`src/rtl/sync_output_fifo.sv`:
```
// Synchronous circular-buffer FIFO with count-decoded status flags and sticky overflow/underflow.
// Define SYNC_OUTPUT_FIFO_FWFT_EN for first-word fall-through reads; otherwise r_data is registered.
module sync_output_fifo #(
  parameter int DATA_WIDTH    = 8,
  parameter int DEPTH         = 16,
  parameter int AFULL_THRESH  = DEPTH - 2,
  parameter int AEMPTY_THRESH = 2
) (
  input  logic                     clk,
  input  logic                     n_rst,
  input  logic                     clear,
  input  logic                     w_enable,
  input  logic [DATA_WIDTH-1:0]    w_data,
  input  logic                     r_enable,
  output logic [DATA_WIDTH-1:0]    r_data,
  output logic                     empty,
  output logic                     full,
  output logic                     almost_full,
  output logic                     almost_empty,
  output logic                     ready,
  output logic [$clog2(DEPTH):0]   count,
  output logic                     overflow,
  output logic                     underflow
);

  localparam int PW = $clog2(DEPTH);
  localparam int CW = PW + 1;
  localparam logic [CW-1:0] DEPTH_C  = CW'(DEPTH);
  localparam logic [CW-1:0] AFULL_C  = CW'(AFULL_THRESH);
  localparam logic [CW-1:0] AEMPTY_C = CW'(AEMPTY_THRESH);

  logic [DATA_WIDTH-1:0] mem [DEPTH];

  logic [CW-1:0] count_q, count_d;
  logic [PW-1:0] wptr_q, wptr_d;
  logic [PW-1:0] rptr_q, rptr_d;
  logic          ovf_q, ovf_d;
  logic          unf_q, unf_d;

  logic full_s, empty_s;
  logic wr_acc, rd_acc;

  // Status is decoded from the registered count only, never from the request inputs.
  assign full_s       = (count_q == DEPTH_C);
  assign empty_s      = (count_q == '0);
  assign empty        = empty_s;
  assign full         = full_s;
  assign ready        = ~full_s;
  assign almost_full  = (count_q >= AFULL_C);
  assign almost_empty = (count_q <= AEMPTY_C);
  assign count        = count_q;
  assign overflow     = ovf_q;
  assign underflow    = unf_q;

  // A write into a full FIFO is admitted when the same edge frees a slot.
  assign wr_acc = w_enable & (~full_s | r_enable) & ~clear;
  assign rd_acc = r_enable & ~empty_s & ~clear;

  always_comb begin
    count_d = count_q;
    wptr_d  = wptr_q;
    rptr_d  = rptr_q;
    ovf_d   = ovf_q;
    unf_d   = unf_q;
    if (clear) begin
      count_d = '0;
      wptr_d  = '0;
      rptr_d  = '0;
      ovf_d   = 1'b0;
      unf_d   = 1'b0;
    end else begin
      if (wr_acc) wptr_d = wptr_q + 1'b1;
      if (rd_acc) rptr_d = rptr_q + 1'b1;
      if (wr_acc && !rd_acc)      count_d = count_q + 1'b1;
      else if (!wr_acc && rd_acc) count_d = count_q - 1'b1;
      if (w_enable && full_s && !r_enable) ovf_d = 1'b1;
      if (r_enable && empty_s)             unf_d = 1'b1;
    end
  end

  always_ff @(posedge clk or negedge n_rst) begin
    if (!n_rst) begin
      count_q <= '0;
      wptr_q  <= '0;
      rptr_q  <= '0;
      ovf_q   <= 1'b0;
      unf_q   <= 1'b0;
    end else begin
      count_q <= count_d;
      wptr_q  <= wptr_d;
      rptr_q  <= rptr_d;
      ovf_q   <= ovf_d;
      unf_q   <= unf_d;
    end
  end

  // Storage is deliberately not reset or cleared; pointers and count define validity.
  always_ff @(posedge clk) begin
    if (wr_acc) mem[wptr_q] <= w_data;
  end

`ifdef SYNC_OUTPUT_FIFO_FWFT_EN
  // Head entry is visible whenever the FIFO holds data; zero when empty (including reset).
  assign r_data = empty_s ? '0 : mem[rptr_q];
`else
  logic [DATA_WIDTH-1:0] rdata_q, rdata_d;

  always_comb begin
    rdata_d = rdata_q;
    if (rd_acc) rdata_d = mem[rptr_q];
  end

  always_ff @(posedge clk or negedge n_rst) begin
    if (!n_rst) rdata_q <= '0;
    else        rdata_q <= rdata_d;
  end

  assign r_data = rdata_q;
`endif

endmodule

```
`config.mk`:
```
export PLATFORM = sky130hd
export DESIGN_NAME = sync_output_fifo
export DESIGN_NICKNAME = d
export VERILOG_FILES = /design/src/rtl/sync_output_fifo.sv
export SDC_FILE = /design/constraint.sdc
export NUM_CORES = 1
export LEC_CHECK = 0
export ABC_AREA = 1
export ABC_CLOCK_PERIOD_IN_PS = 2690
export BUFFER_PORTS_ARGS = -buffer_cell sky130_fd_sc_hd__buf_2
export CORE_MARGIN = 2
export CORE_UTILIZATION = 45
export CTS_CLUSTER_DIAMETER = 100
export DETAILED_ROUTE_END_ITERATION = 6
export GPL_ROUTABILITY_DRIVEN = 0
export SYNTH_ARGS = -nofsm -noshare
export SYNTH_HDL_FRONTEND = slang
export SYNTH_SLANG_ARGS = --single-unit
```
`constraint.sdc`:
```
create_clock -name clk -period 2.69 [get_ports clk]
set_clock_uncertainty 0.05 [all_clocks]
set_input_delay 0.1345 -clock clk [delete_from_list [all_inputs] [get_ports clk]]
set_output_delay 0.1345 -clock clk [all_outputs]
set_load 0.1 [all_outputs]
```
### Word level (Yosys, flattened, before mapping)

Memory sizes are Yosys's and may differ from the RTL's. A register that Yosys moved wholly into a read port is not among the register bits.
Index checks and enable logic that the tools add are counted.

* register bits: 15
* memory bits (writable): 128
* bits of input ports: 13
* word-level logic and storage cells: 49
* memories kept: 1

Memory list
* mem: words 16, bits a word 8, rd ports 1, clocked after Yosys merged registers in 1, write ports 1, line 32 `logic [DATA_WIDTH-1:0] mem [DEPTH];`

* add/sub/neg operators: 4
* $lt $le $gt $ge: 2
* equal/unequal tests: 1
* muxes and demuxes: 13
* bitwise gates (word level): 8
* reduce and logical (&&, ||, !) cells: 15

Operator list (count)
* $mux W4: 4
* $mux W5: 3
* $add A4 B1 Y4 const B: 2
* $reduce_bool A2 Y1: 4
* $mux W1: 6
* $add A5 B1 Y5 const B: 1
* $eq A5 B5 Y1 const B: 1
* $ge A5 B4 Y1 const B: 1
* $le A5 B2 Y1 const B: 1
* $logic_and A1 B1 Y1: 5
* $logic_not A5 Y1: 1
* $sub A5 B1 Y5 const B: 1
* $and A1 B1 Y1: 4
* $logic_not A1 Y1: 4
* $not A1 Y1: 3
* $reduce_bool A3 Y1: 1
* $or A1 B1 Y1: 1

### Depth between registers and ports, before layout

* depth in word-level cells: 10
* depth in mapped cells: 15
* depth with buffers taken out: 15

### Worst setup path before layout

OpenSTA, ideal clock, no wires.

* path type: register to output
* start: register count_q[0] (netlist: count[0])
* end: output port almost_empty
* data arrival time: 5.687 ns
* data required time: 2.506 ns
* slack: -3.181 ns
* stages on the path, launching flop included: 2
* path buffers: 0
* cells stage by stage: dfrtp_1 a2111oi_0

* longest elaborated chain between the ends: 1

Ends and longest elaborated chain
* start: declaration: line 34 `logic [CW-1:0] count_q, count_d;`
* start signal: assignment: line 89 `count_q <= count_d;`
* $le A5 B2 Y1: line 50 `assign almost_empty = (count_q <= AEMPTY_C);`
* end: declaration: line 19 `output logic almost_empty,`

Every way passes these cells.

### Worst setup path in the final report

* start: register count_q[1] (netlist: count[1])
* end: register count_q[4] (netlist: count[4])

* longest elaborated chain between the ends: 8
* elaborated cells between the ends (all ways): 19

Ends and longest elaborated chain (line)
* $eq A5 B5 Y1 or $logic_not A5 Y1 (tied branches): 44, 45
* $not A1 Y1 (on tied branches): 56, 57
* $or A1 B1 Y1 or $and A1 B1 Y1 (tied branches): 56, 57
* $and A1 B1 Y1 (on tied branches): 56, 57
* $and A1 B1 Y1 or $logic_not A1 Y1 (tied branches): 56, 74
* $logic_and A1 B1 Y1 or $logic_not A1 Y1 (tied branches): 74, 75
* $mux W5 or $logic_and A1 B1 Y1 (tied branches): 74, 75
* $mux W5 or $reduce_bool A3 Y1 (tied branches)

Parallel ways exist; a longest one is shown, timed or not. The select of a mux whose other input is x is not followed.
A chain may end at the register's enable or synchronous reset.

==> flow_summary.ini <==
[pwr]
p_int_uw = 4784
power_frac_comb_pct = 35.1
powerDensity_mw_per_mm2 = 1072
p_sw_uw = 3223
netSwitchingFraction_pct = 40.25
power_frac_seq_pct = 35.7
pwr-share-clk_pct = 29.3
vdd_ir_drop_max_v = 0.001077
p_leak_uw = 0.002828

[global_route]
grt_pass1_vias = 4250
gr-total-overflow = 0
grt.total_usage_pct = 21.35
antenna_found_initial = 0
grt_pass1_wl_um = 23500
grt_start_max_net_pins = 67

[drt]
route.detailed.drc = 0
wl_met1_um = 6902
routed_wirelength_um = 15070
via_count = 4437
avgViaCountPerCell = 5.418
wl_met3_um = 732
ant_nets = 0
first_pass_iters = 5
wl_per_cell_um = 18.40
dr_wl_met2_um = 7138
drtIter0Drc = 378
dr.max_layer_used = met4

[sta]
setup_violations = 0
finalHoldViolCount = 0
slew-limit-headroom_pct = 50.22
maxSlewViolCount = 0
layout_min_cycle_time_ns = 2.438
rsz0062_at_grt = no
whs_ns = 0.1054
max_freq_mhz = 410.2
worst_pin_slew_ns = 0.7440
tns_ns = 0
final.period_utilization_pct = 90.62

[yosys]
synth_top_area_share_pct = 59.60
synth_cell_type_count = 28
synth_edf_count = 128
synthArstFlopShare_pct = 15.23
synthFlopType = edfxtp_1
syn-cell-area_mm2 = 0.006449
ys_seq_area_share_pct = 68.53
synthTopCellsByArea = edfxtp_1 (60%), dfrtp_1 (8.9%), nor2_1 (7.7%)
synth_area_leader_cell = edfxtp_1
synth.yosys.warnings = 0
synthCells = 584
avgSynthCellArea_um2 = 11.04
syn_nets = 607
ys_seq_elements = 151

[worst_hold_path]
hp-class = in -> reg

[floorplan]
die_h_um = 123.7
dieArea_mm2 = 0.01530
core-area_mm2 = 0.01393
die_w_um = 123.7
io_pins = 33
initial_utilization_pct = 46.28
placementRows = 43

[final_layout]
syn_to_final_growth_pct = 15.87
n_antenna_cell = 0
instances_no_fill = 819
drive_above_1_share_pct = 15.18
nets = 649

[status]
status = complete, no violations

[cts]
clockRootBuffer = clkbuf_16
cts.path.max_buffers = 2
clk_pin_slew_ns = 0.06
clk_latency_ns = 0.41
cts_made_buffers = 17
cts_tree = built
cts_resized = 0
cts-htree-levels = 4
cts.sinks = 151

[worst_setup_path]
path_class = reg -> reg
required_ns = 2.94
end_kind = flop
worstPathArrival_ns = 2.69
crit_path_start_kind = flop
crit_fanout = 7

[place]
dpl.hpwl_um = 9578
io_buffers = 32
place_inst = 782

[flow_run]
cap_violations = 0
cells in the mapped netlist, types with 5 or more instances:
master and count:
buf_2 14, nand2_1 93, o21ai_0 32, nor2_1 133, dfrtp_1 23, nand3_1 70, inv_2 5, a21oi_1 7
inv_1 10, edfxtp_1 128, o21ai_1 30, ha_1 9
critical path, cell delays in order (launching register included):
cell and delay, ns:
dfrtp_2 0.48, nor2_4 0.17, nand3_2 0.14, a21oi_1 0.24, nand2_1 0.21, fa_1 0.45
nand3_1 0.13, nand3_1 0.09, nand2_1 0.09, inv_1 0.04, nand2_1 0.06, nand2_1 0.05
nand2_1 0.06, nand2_1 0.06
layout by cell type, fill, tap and decap left out, types with 2 or more instances in the layout:
| cell type | netlist | routed |
|---|---|---|
| clkinv_4 | 0 | 2 |
| nor3_1 | 2 | 2 |
| dfrtp_2 | 0 | 6 |
| dfrtp_1 | 23 | 17 |
| dlygate4sd3_1 | 0 | 5 |
| clkbuf_8 | 0 | 3 |
| ha_1 | 9 | 9 |
| nand3_2 | 2 | 3 |
| buf_2 | 14 | 32 |
| bufinv_16 | 0 | 2 |
| clkinv_1 | 2 | 2 |
| nor2_4 | 2 | 2 |
| o21ai_0 | 32 | 32 |
| buf_4 | 4 | 11 |
| buf_12 | 0 | 2 |
| clkbuf_16 | 0 | 17 |
| nand3_1 | 70 | 69 |
| edfxtp_1 | 128 | 128 |
| clkinvlp_4 | 0 | 4 |
| nand2_1 | 93 | 93 |
| nor2_1 | 133 | 133 |
| clkinv_2 | 0 | 3 |
| o21ai_1 | 30 | 30 |
| inv_2 | 5 | 5 |
| inv_1 | 10 | 9 |
| xor2_1 | 2 | 2 |
| a21oi_1 | 7 | 7 |
cells by family (layout without fill, tap and decap cells):
logic type                 count (synthesis)  in the layout  share of synthesized area [%]
AOI/OAI and AO/OA                         72             72                          5.840
adders and majority gates                 10             10                          2.057
DFF                                      151            151                          68.53
buffers and inverters                     44             99                          3.531
and+or+nand+nor                          305            305                          19.77
xor gates and xnor gates                   2              2                         0.2717
layout make-up:
| class | instances | area [um2] |
|---|---|---|
| inverter | 17 | 67.56 |
| timing repair buffer | 50 | 332.8 |
| clock inverter | 11 | 123.9 |
| tap | 180 | 225.2 |
| fill | 1197 | 6462 |
| clock buffer | 21 | 470.5 |
| sequential | 151 | 4427 |
| multi-input combinational | 389 | 1826 |
power groups by stage:
| stage | Clock, uW | Combinational (uW) | Sequential (uW) |
|---|---|---|---|
| after floorplan | 0 | 1600 | 3510 |
| after global placement | 0 | 2780 | 2890 |
| after detailed placement | 0 | 2790 | 2900 |
| final | 2340 | 2810 | 2860 |
| after CTS | 2380 | 2810 | 2850 |
| after global routing | 2480 | 3040 | 2870 |
layer usage:
| metal | up-vias | global-route usage (%) |
|---|---|---|
| li1 | 2103 | - |
| met1 | 2154 | 29.33 |
| met2 | 153 | 33.41 |
| met3 | 27 | 4.670 |
| met4 | 0 | 8.168 |
| met5 | - | 0 |
flip-flops by register name (all words and copies together), names as in the netlist:
register	cells
rptr_q	4
wptr_q	4
underflow	1
count	5
mem	128
overflow	1
r_data	8
worst paths after layout:
path | startpoint | end | cells past startpoint | slack, ns
max | count[1] | count[4] | 13 | 0.25
min | w_data[0] | mem[6][0] | 1 | 0.11
max reg2reg | count[1] | count[4] | 13 | 0.25
min reg2reg | r_data[2] | r_data[2] | 2 | 0.43
max in group asynchronous | n_rst | rptr_q[0] | 2 | 2.03
min in group asynchronous | n_rst | count[1] | 2 | 0.17
per-stage QoR:
step | setup slack (ns) | util [%] | instance area, um2 | total power (uW)
CTS | 0.2701 | 53.62 | 7472 | 8052
detailed placement | 0.2958 | 49.00 | 6828 | 5692
global placement | 0.3535 | 49.00 | 6828 | 5669
floorplan | 0.2121 | - | 6482 | 5108
finish | 0.2523 | 53.62 | 7472 | 8007
global route | 0.03888 | 53.62 | 7472 | 8394
repair_timing:
action	in CTS	in global routing
buffers inserted	0	0
hold buffers	5	0
hold endpoints to repair	27	0
setup endpoints to repair	0	0
Note: power is estimated with default switching activity, not from simulation.
